File: src/rtl/mdu_pkg.sv
// Shared definitions for the iterative multiply/divide unit: op encodings,
// FSM state encoding and small op-decode helpers.
package mdu_pkg;

  typedef enum logic [1:0] {
    MDU_MUL  = 2'b00,
    MDU_MULU = 2'b01,
    MDU_DIV  = 2'b10,
    MDU_DIVU = 2'b11
  } mdu_op_e;

  typedef enum logic [1:0] {
    ST_IDLE = 2'b00,
    ST_RUN  = 2'b01,
    ST_DONE = 2'b10
  } mdu_state_e;

  function automatic logic op_is_div(input logic [1:0] op);
    return (op == MDU_DIV) || (op == MDU_DIVU);
  endfunction

  function automatic logic op_is_signed(input logic [1:0] op);
    return (op == MDU_MUL) || (op == MDU_DIV);
  endfunction

endpackage

File: src/rtl/mdu_signfix.sv
// Conditional two's-complement negation of a {hi, lo} pair, either lane by lane
// or, with joined=1, as one 2*WIDTH value (neg_hi then selects the negation).
module mdu_signfix #(
  parameter int WIDTH = 32
) (
  input  logic               joined,
  input  logic               neg_hi,
  input  logic               neg_lo,
  input  logic [WIDTH-1:0]   hi,
  input  logic [WIDTH-1:0]   lo,
  output logic [2*WIDTH-1:0] res
);

  logic [2*WIDTH-1:0] cat;
  logic [2*WIDTH-1:0] cat_neg;
  logic [WIDTH-1:0]   hi_fix;
  logic [WIDTH-1:0]   lo_fix;

  always_comb begin
    cat     = {hi, lo};
    cat_neg = -cat;
    hi_fix  = neg_hi ? -hi : hi;
    lo_fix  = neg_lo ? -lo : lo;
    if (joined) begin
      res = neg_hi ? cat_neg : cat;
    end else begin
      res = {hi_fix, lo_fix};
    end
  end

endmodule

File: src/rtl/mdu_iter.sv
// Iterative radix-2 multiply/divide unit: one shift-add or restoring-subtract
// step per cycle, signed ops computed on magnitudes and corrected at the end.
module mdu_iter
  import mdu_pkg::*;
#(
  parameter int WIDTH = 32
) (
  input  logic               clk,
  input  logic               resetn,
  input  logic               start,
  input  logic [1:0]         op,
  input  logic [WIDTH-1:0]   src_a,
  input  logic [WIDTH-1:0]   src_b,
  input  logic               annul,
  output logic               busy,
  output logic               ready,
  output logic [2*WIDTH-1:0] result,
  output logic               stallreq,
  output logic [1:0]         state_dbg
);

  // Handshake: start is accepted only in IDLE or DONE; ready is a one-cycle
  // pulse on the cycle result becomes valid; result holds until the next one.

  localparam int CW = $clog2(WIDTH) + 1;

  mdu_state_e         state;
  mdu_state_e         state_nxt;
  logic [CW-1:0]      cnt;
  logic [1:0]         op_q;
  logic [2*WIDTH-1:0] acc;
  logic [WIDTH-1:0]   b_q;
  logic               neg_hi_q;
  logic               neg_lo_q;

  logic               sgn;
  logic               is_div;
  logic               div_zero;
  logic               accept;
  logic               last_iter;
  logic               sign_diff;
  logic [2*WIDTH-1:0] mag;
  logic [2*WIDTH-1:0] res_fix;
  logic [WIDTH:0]     mul_sum;
  logic [WIDTH:0]     rem_sh;
  logic [WIDTH:0]     diff;

  assign sgn       = op_is_signed(op);
  assign is_div    = op_is_div(op);
  assign div_zero  = is_div && (src_b == '0);
  assign accept    = start && (state == ST_IDLE || state == ST_DONE);
  assign last_iter = (cnt == CW'(WIDTH - 1));
  assign sign_diff = sgn && (src_a[WIDTH-1] ^ src_b[WIDTH-1]);

  // Operand magnitudes: mag = {|src_a|, |src_b|}
  mdu_signfix #(.WIDTH(WIDTH)) u_cond (
    .joined (1'b0),
    .neg_hi (sgn & src_a[WIDTH-1]),
    .neg_lo (sgn & src_b[WIDTH-1]),
    .hi     (src_a),
    .lo     (src_b),
    .res    (mag)
  );

  // Product is negated as a whole; quotient and remainder lane by lane.
  mdu_signfix #(.WIDTH(WIDTH)) u_fix (
    .joined (~op_is_div(op_q)),
    .neg_hi (neg_hi_q),
    .neg_lo (neg_lo_q),
    .hi     (acc[2*WIDTH-1:WIDTH]),
    .lo     (acc[WIDTH-1:0]),
    .res    (res_fix)
  );

  always_ff @(posedge clk) begin
    if (!resetn) begin
      state <= ST_IDLE;
    end else begin
      state <= state_nxt;
    end
  end

  always_comb begin
    state_nxt = state;
    case (state)
      ST_IDLE: begin
        if (start) state_nxt = div_zero ? ST_DONE : ST_RUN;
      end
      ST_RUN: begin
        if (annul)          state_nxt = ST_IDLE;
        else if (last_iter) state_nxt = ST_DONE;
      end
      ST_DONE: begin
        if (start) state_nxt = div_zero ? ST_DONE : ST_RUN;
        else       state_nxt = ST_IDLE;
      end
      default: state_nxt = ST_IDLE;
    endcase
  end

  always_comb begin
    busy      = (state == ST_RUN);
    stallreq  = resetn && (busy || accept);
    state_dbg = state;
  end

  // acc holds {partial product, multiplier} or {remainder, dividend/quotient}
  always_comb begin
    mul_sum = {1'b0, acc[2*WIDTH-1:WIDTH]} + (acc[0] ? {1'b0, b_q} : '0);
    rem_sh  = acc[2*WIDTH-1:WIDTH-1];
    diff    = rem_sh - {1'b0, b_q};
  end

  always_ff @(posedge clk) begin
    if (!resetn) begin
      cnt      <= '0;
      op_q     <= '0;
      acc      <= '0;
      b_q      <= '0;
      neg_hi_q <= 1'b0;
      neg_lo_q <= 1'b0;
      result   <= '0;
      ready    <= 1'b0;
    end else begin
      ready <= (state == ST_DONE);
      if (state == ST_DONE) result <= res_fix;

      if (accept) begin
        cnt  <= '0;
        op_q <= op;
        if (div_zero) begin
          // Divide by zero bypasses RUN; acc already holds the final answer.
          acc      <= {src_a, {WIDTH{1'b1}}};
          b_q      <= '0;
          neg_hi_q <= 1'b0;
          neg_lo_q <= 1'b0;
        end else begin
          acc      <= {{WIDTH{1'b0}}, mag[2*WIDTH-1:WIDTH]};
          b_q      <= mag[WIDTH-1:0];
          neg_hi_q <= is_div ? (sgn & src_a[WIDTH-1]) : sign_diff;
          neg_lo_q <= sign_diff;
        end
      end else if (state == ST_RUN) begin
        cnt <= cnt + CW'(1);
        if (op_is_div(op_q)) begin
          if (!diff[WIDTH]) acc <= {diff[WIDTH-1:0], acc[WIDTH-2:0], 1'b1};
          else              acc <= {rem_sh[WIDTH-1:0], acc[WIDTH-2:0], 1'b0};
        end else begin
          acc <= {mul_sum, acc[WIDTH-1:1]};
        end
      end
    end
  end

endmodule

File: config.mk
export PLATFORM = sky130hd
export DESIGN_NAME = mdu_iter
export DESIGN_NICKNAME = d
export VERILOG_FILES = /design/src/rtl/mdu_pkg.sv /design/src/rtl/mdu_signfix.sv /design/src/rtl/mdu_iter.sv
export SDC_FILE = /design/constraint.sdc
export NUM_CORES = 1
export LEC_CHECK = 0
export BUFFER_PORTS_ARGS = -buffer_cell sky130_fd_sc_hd__buf_2
export CAP_MARGIN = 25
export CORE_ASPECT_RATIO = 1.2
export CORE_MARGIN = 2
export CORE_UTILIZATION = 53
export CTS_BUF_LIST = sky130_fd_sc_hd__clkbuf_16
export CTS_CLUSTER_DIAMETER = 100
export DETAILED_ROUTE_END_ITERATION = 6
export HOLD_SLACK_MARGIN = 0.06
export MAX_ROUTING_LAYER = met4
export PLACE_DENSITY = 0.84
export SLEW_MARGIN = 20
export SYNTH_ARGS = -nofsm -noshare
export SYNTH_HDL_FRONTEND = slang
export SYNTH_SLANG_ARGS = --single-unit
File: constraint.sdc
create_clock -name clk -period 10.64 [get_ports clk]
set_input_delay 0.532 -clock clk [delete_from_list [all_inputs] [get_ports clk]]
set_output_delay 0.532 -clock clk [all_outputs]
set_load 0.005 [all_outputs]
### After elaboration in Yosys (flattened, before gate mapping)

Index checks and enable logic that the tools add are counted.

* mux-type cells: 22
* equality and inequality tests: 9
* add/sub/neg operators: 8
* reduce and logical (&&, ||, !) cells: 15
* bitwise operators: 4

Operators with widths (number)
* $mux 64: 7
* $mux 32: 6
* $neg 32->32: 4
* $neg 64->64: 1
* $add 32x32->33: 1
* $sub 33x32->33: 1
* $logic_not 32->1: 1
* $eq 2x2->1 const B: 5
* $mux 2: 5
* $add 6x1->6 const B: 1
* $eq 6x5->1 const B: 1
* $pmux 2 s3: 1
* $logic_or 1x1->1: 5
* $logic_and 1x1->1: 4
* $logic_not 2->1: 2
* $mux 1: 3
* $ne 3x2->1 const B: 1
* $and 1x1->1: 2
* $eq 2x1->1 const B: 1
* $ne 2x2->1 const B: 1
* $reduce_and 2->1: 1
* $reduce_bool 2->1: 1
* $reduce_or 2->1: 1
* $not 1->1: 1
* $xor 1x1->1: 1

* output and inout port bits: 69
* bits in registers: 173
* word-level logic and storage cells: 67

### Longest topological paths before layout

* word-level depth: 6
* depth in mapped cells: 15

### Modules after synthesis

Synthesis repeated with hierarchy kept, for this count alone.

* cells, all modules: 1952
* area, all modules: 14251.2 um^2

By module, submodules not included
* mdu_iter: cells each 1486, area each 11088.1 um^2, seq. area each 3443.3 um^2, instances 1
* mdu_signfix: cells each 233, area each 1581.5 um^2, seq. area each 0.0 um^2, instances 2

### Worst setup path after synthesis

OpenSTA, ideal clock, no wires.

* kind: register to register
* start: reg acc[34]
* end: reg acc[62]
* stages on the path, launching flop included: 13
* arrival time: 3.324 ns
* data required time: 10.513 ns
* path slack: 7.189 ns
* library setup time: 0.127 ns
* cells stage by stage: dfxtp_1 ha_1 o211ai_1 a21oi_1 or4_1 nand4b_1 a21boi_1 o21a_1 o311ai_2 buf_2 mux2i_1 o22ai_1 or3_1

* longest elaborated chain between the ends: 5
* elaborated cells between the ends (all ways): 6
* classes of those cells: add/sub (2); mux (4)

Ends and longest elaborated chain
* start, declared: line mdu_iter.sv:31 `logic [2*WIDTH-1:0] acc;`
* start signal, assigned: line mdu_iter.sv:133 `acc <= {src_a, {WIDTH{1'b1}}};`
* start signal, assigned: line mdu_iter.sv:138 `acc <= {{WIDTH{1'b0}}, mag[2*WIDTH-1:WIDTH]};`
* start signal, assigned: line mdu_iter.sv:146 `if (!diff[WIDTH]) acc <= {diff[WIDTH-1:0], acc[WIDTH-2:0], 1'b1};`
* $sub 33x32->33: line mdu_iter.sv:111 `diff = rem_sh - {1'b0, b_q};`
* $mux 64: line mdu_iter.sv:146
* $mux 64 (*): line mdu_iter.sv:145 `if (op_is_div(op_q)) begin`
* $mux 64 (*): line mdu_iter.sv:143 `end else if (state == ST_RUN) begin`
* $mux 64 (*): line mdu_iter.sv:128 `if (accept) begin`

Mark *: on every way between the ends. The rest lies on a longest branch, timed or not. The select of a mux whose other input is x is not followed.
A chain may end at the register's enable or synchronous reset.

### Final worst setup path

* start: reg acc[31]
* end: reg acc[54]

* longest elaborated chain between the ends: 5

Ends and longest elaborated chain (line)
* $sub 33x32->33: mdu_iter.sv:111
* $mux 64: mdu_iter.sv:146
* $mux 64: mdu_iter.sv:145
* $mux 64: mdu_iter.sv:143
* $mux 64: mdu_iter.sv:128

No other way between the ends. The select of a mux whose other input is x is not followed.

==> results.tsv <==
metric	value	unit
synthMuxAreaShare	2.379	%
synth_top_family_by_area	compound AO/OA/AOI/OAI gates	
synth_area	13150	sq um
wl	41720	um
slowest_delay	0.57	ns
hold_ws	0.3579	ns
fill_cells	2261	
path_max_fanout	55	
groute.usage.overall	32.40	%
crit_slowest_cell	buf_4	
drt_iter0_markers	1019	
tns	0	ns
worst_pin_slew	0.9635	ns
r2r-end	acc[54]	
syn_inst	1717	
dieHeight	176.5	um
hp-class	input pin to flop	
first_pass_iters	7	
final_cells	2129	
synth_top_area_share	26.19	%
grt_max_degree	93	
drive_gt1_share	12.49	%
status	finished with violations	
synth_compound_area_share	29.95	%
cts.repair.resized	0	
yosysMostFrequentCell	nor2_1	
clk_path_buf_depth	2	
relSlewSlack	35.18	%
start_util	53.64	%
skew	0.009746	ns
cts_inserted_buffers	17	
dp_cells	2092	
period_needed	4.355	ns
vdd_drop_max	0.0001002	V
synthTopCellsByArea	dfxtp_1 26%, xor2_1 6.6%, ha_1 6.6%	
crit_type	flop to flop	
die_area	26090	sq um
violations	design-rule violations	
synthAdderAreaFrac	6.870	%
area_growth_syn_to_layout	11.62	%
crit_chain	inv_1 > ha_1 > fa_1 > nand2b_1 > a21oi_1 > or4_1 > nand4b_1 > a21boi_1 > o2111ai_1 > o311ai_4 > buf_4 > mux2_2 > a222oi_1 > o21ai_0	
synth_edf_count	0	
grt_antenna_before_repair	2	
grt_pass1_vias	12610	
drc	5	
min_from	op[1]	
slew_viol_final	0	
finalInstanceArea	14680	sq um
synth.largest_area_cell	dfxtp_1	
period_share	40.93	%
power_density	137.5	nW/um^2
critPathCaptureType	flop	
place_ws	6.123	ns
p_leak	6.183	nW
die_w	147.8	um
drtAntennaViolNets	0	
cts_tree	built	
cts.sinks	172	
cts_setup_buffers	0	
synthArstFlopShare	0	%
r2r_slack	6.28	ns
worst_slack	6.285	ns
reg2regPathDepth	14	
final_nets	1930	
yosys_register_bits	172	
clkTransAtPathRegs	0.07	ns
reg2reg_from	acc[31]	
vias	13310	
fmax	229.6	MHz
rsz0062_at_grt	no	
synthSimpleGateAreaFrac	17.98	%
cp.arrival	4.65	ns
synth_common_cells	202 x nor2_1, 172 x dfxtp_1, 130 x nand2_1	
gp_congestion	0.9592	
synth-seq-area-share	26.19	%
core-area	24510	sq um
hold_viol	0	
holdPathEnd	op_q[1]	
port_buffers	138	
grt_pass1_wl	65560	um
p_total	2.018	mW
grt.overflow.total	0	
drv_cap	0	
setup_viol	0	
synth_nets	1858	
utilization	59.87	%
synth-main-ff-cell	dfxtp_1	
viasPerCell	6.252	
rows	63	
required	10.94	ns
htreeDepth	4	
holdBufCountCts	0	
dpl.hpwl	31570	um
postSynthAreaPerCell	7.658	sq um
clockRootBuffer	clkbuf_16	
synth_cell_types	83	
dpl-instance-area	14010	sq um
crit_path_start_kind	flop	
min_path_cells	3	
synth_xor_area_share	11.52	%
ys_warn_count	0	
wl_per_cell	19.60	um
clk_latency	0.45	ns
boundaryPins	139	
==> cell families (layout without fill, tap and decap cells) <==
family / count (synthesis) / after routing
XOR/XNOR: 173 / 173
flip-flops: 172 / 172
adder cells (fa/ha/maj): 71 / 71
multiplexers: 30 / 30
other: 0 / 2
AND/OR/NAND/NOR: 503 / 503
buffers and inverters: 175 / 260
AO/OA/AOI/OAI: 593 / 593
==> area by class of cell <==
class	count	area (sq um)	share of cell area, %
clock buffers	17	425.4	2.899
clock inverters	15	200.2	1.364
inverters	70	262.8	1.790
flip-flops and latches	172	3446	23.48
diodes	2	5.005	0.03410
repair buffers	158	867.1	5.908
well taps	325	406.6	2.771
multi-input cells	1370	9064	61.76
==> worst max-delay path by stage <==
| stage | from | end | slack (ns) |
|---|---|---|---|
| floorplan | acc[34] | acc[62] | 7.19 |
| global placement | src_b[4] | neg_hi_q | 6.07 |
| detailed placement | acc[0] | acc[62] | 6.12 |
| CTS | acc[0] | acc[62] | 6.11 |
| global route | acc[31] | acc[54] | 6.07 |
| finish | acc[31] | acc[54] | 6.28 |
==> cells in the final DEF (no fill, tap or decap), drive strengths merged, types with 14 or more instances in the layout <==
cell type	Yosys	layout
dfxtp	172	172
mux2i	20	20
nor3	28	28
nand2b	24	24
or3	16	16
nor2	202	202
xnor2	74	74
nor4	20	20
o31ai	21	21
clkbuf	90	17
a221oi	14	14
a21oi	125	125
o21ai	114	114
xor2	99	99
ha	69	69
nand3	18	18
nand2	131	131
inv	70	78
a31oi	14	14
o41ai	20	20
o22ai	49	49
a211oi	75	75
a21o	58	58
buf	15	158
==> critical path: cells and delay by family, from the launching register on <==
family,cells,cell delay [ns]
compound gates,6,1.33
fa+ha+maj,2,0.68
buf+inv,2,0.67
simple gates,3,0.58
flops,1,0.46
mux,1,0.41
==> flip-flops by register name (all words and copies together) (netlist names) <==
signal and cells:
b_q 32, ready 1, neg_hi_q 1, neg_lo_q 1, result 64, state_dbg 2
acc 64, cnt 6, op_q 1
==> where the power goes <==
group          switching (mW)  internal [mW]
Clock                   0.302          0.379
Combinational           0.378          0.234
Sequential             0.0490          0.677
Total                   0.728           1.29
==> metal layers <==
layer  wire [um]  GRT usage (%)  vias up  part of all wire, %
li1            -              -     6440                    -
met1       17130          38.91     6163                   41
met2       19460          52.79      572                   47
met3        3080          5.323      135                  7.4
met4        2047          15.95        0                  4.9
met5           0              -        -                    0
No activity file was read; power rests on OpenSTA's default activity.
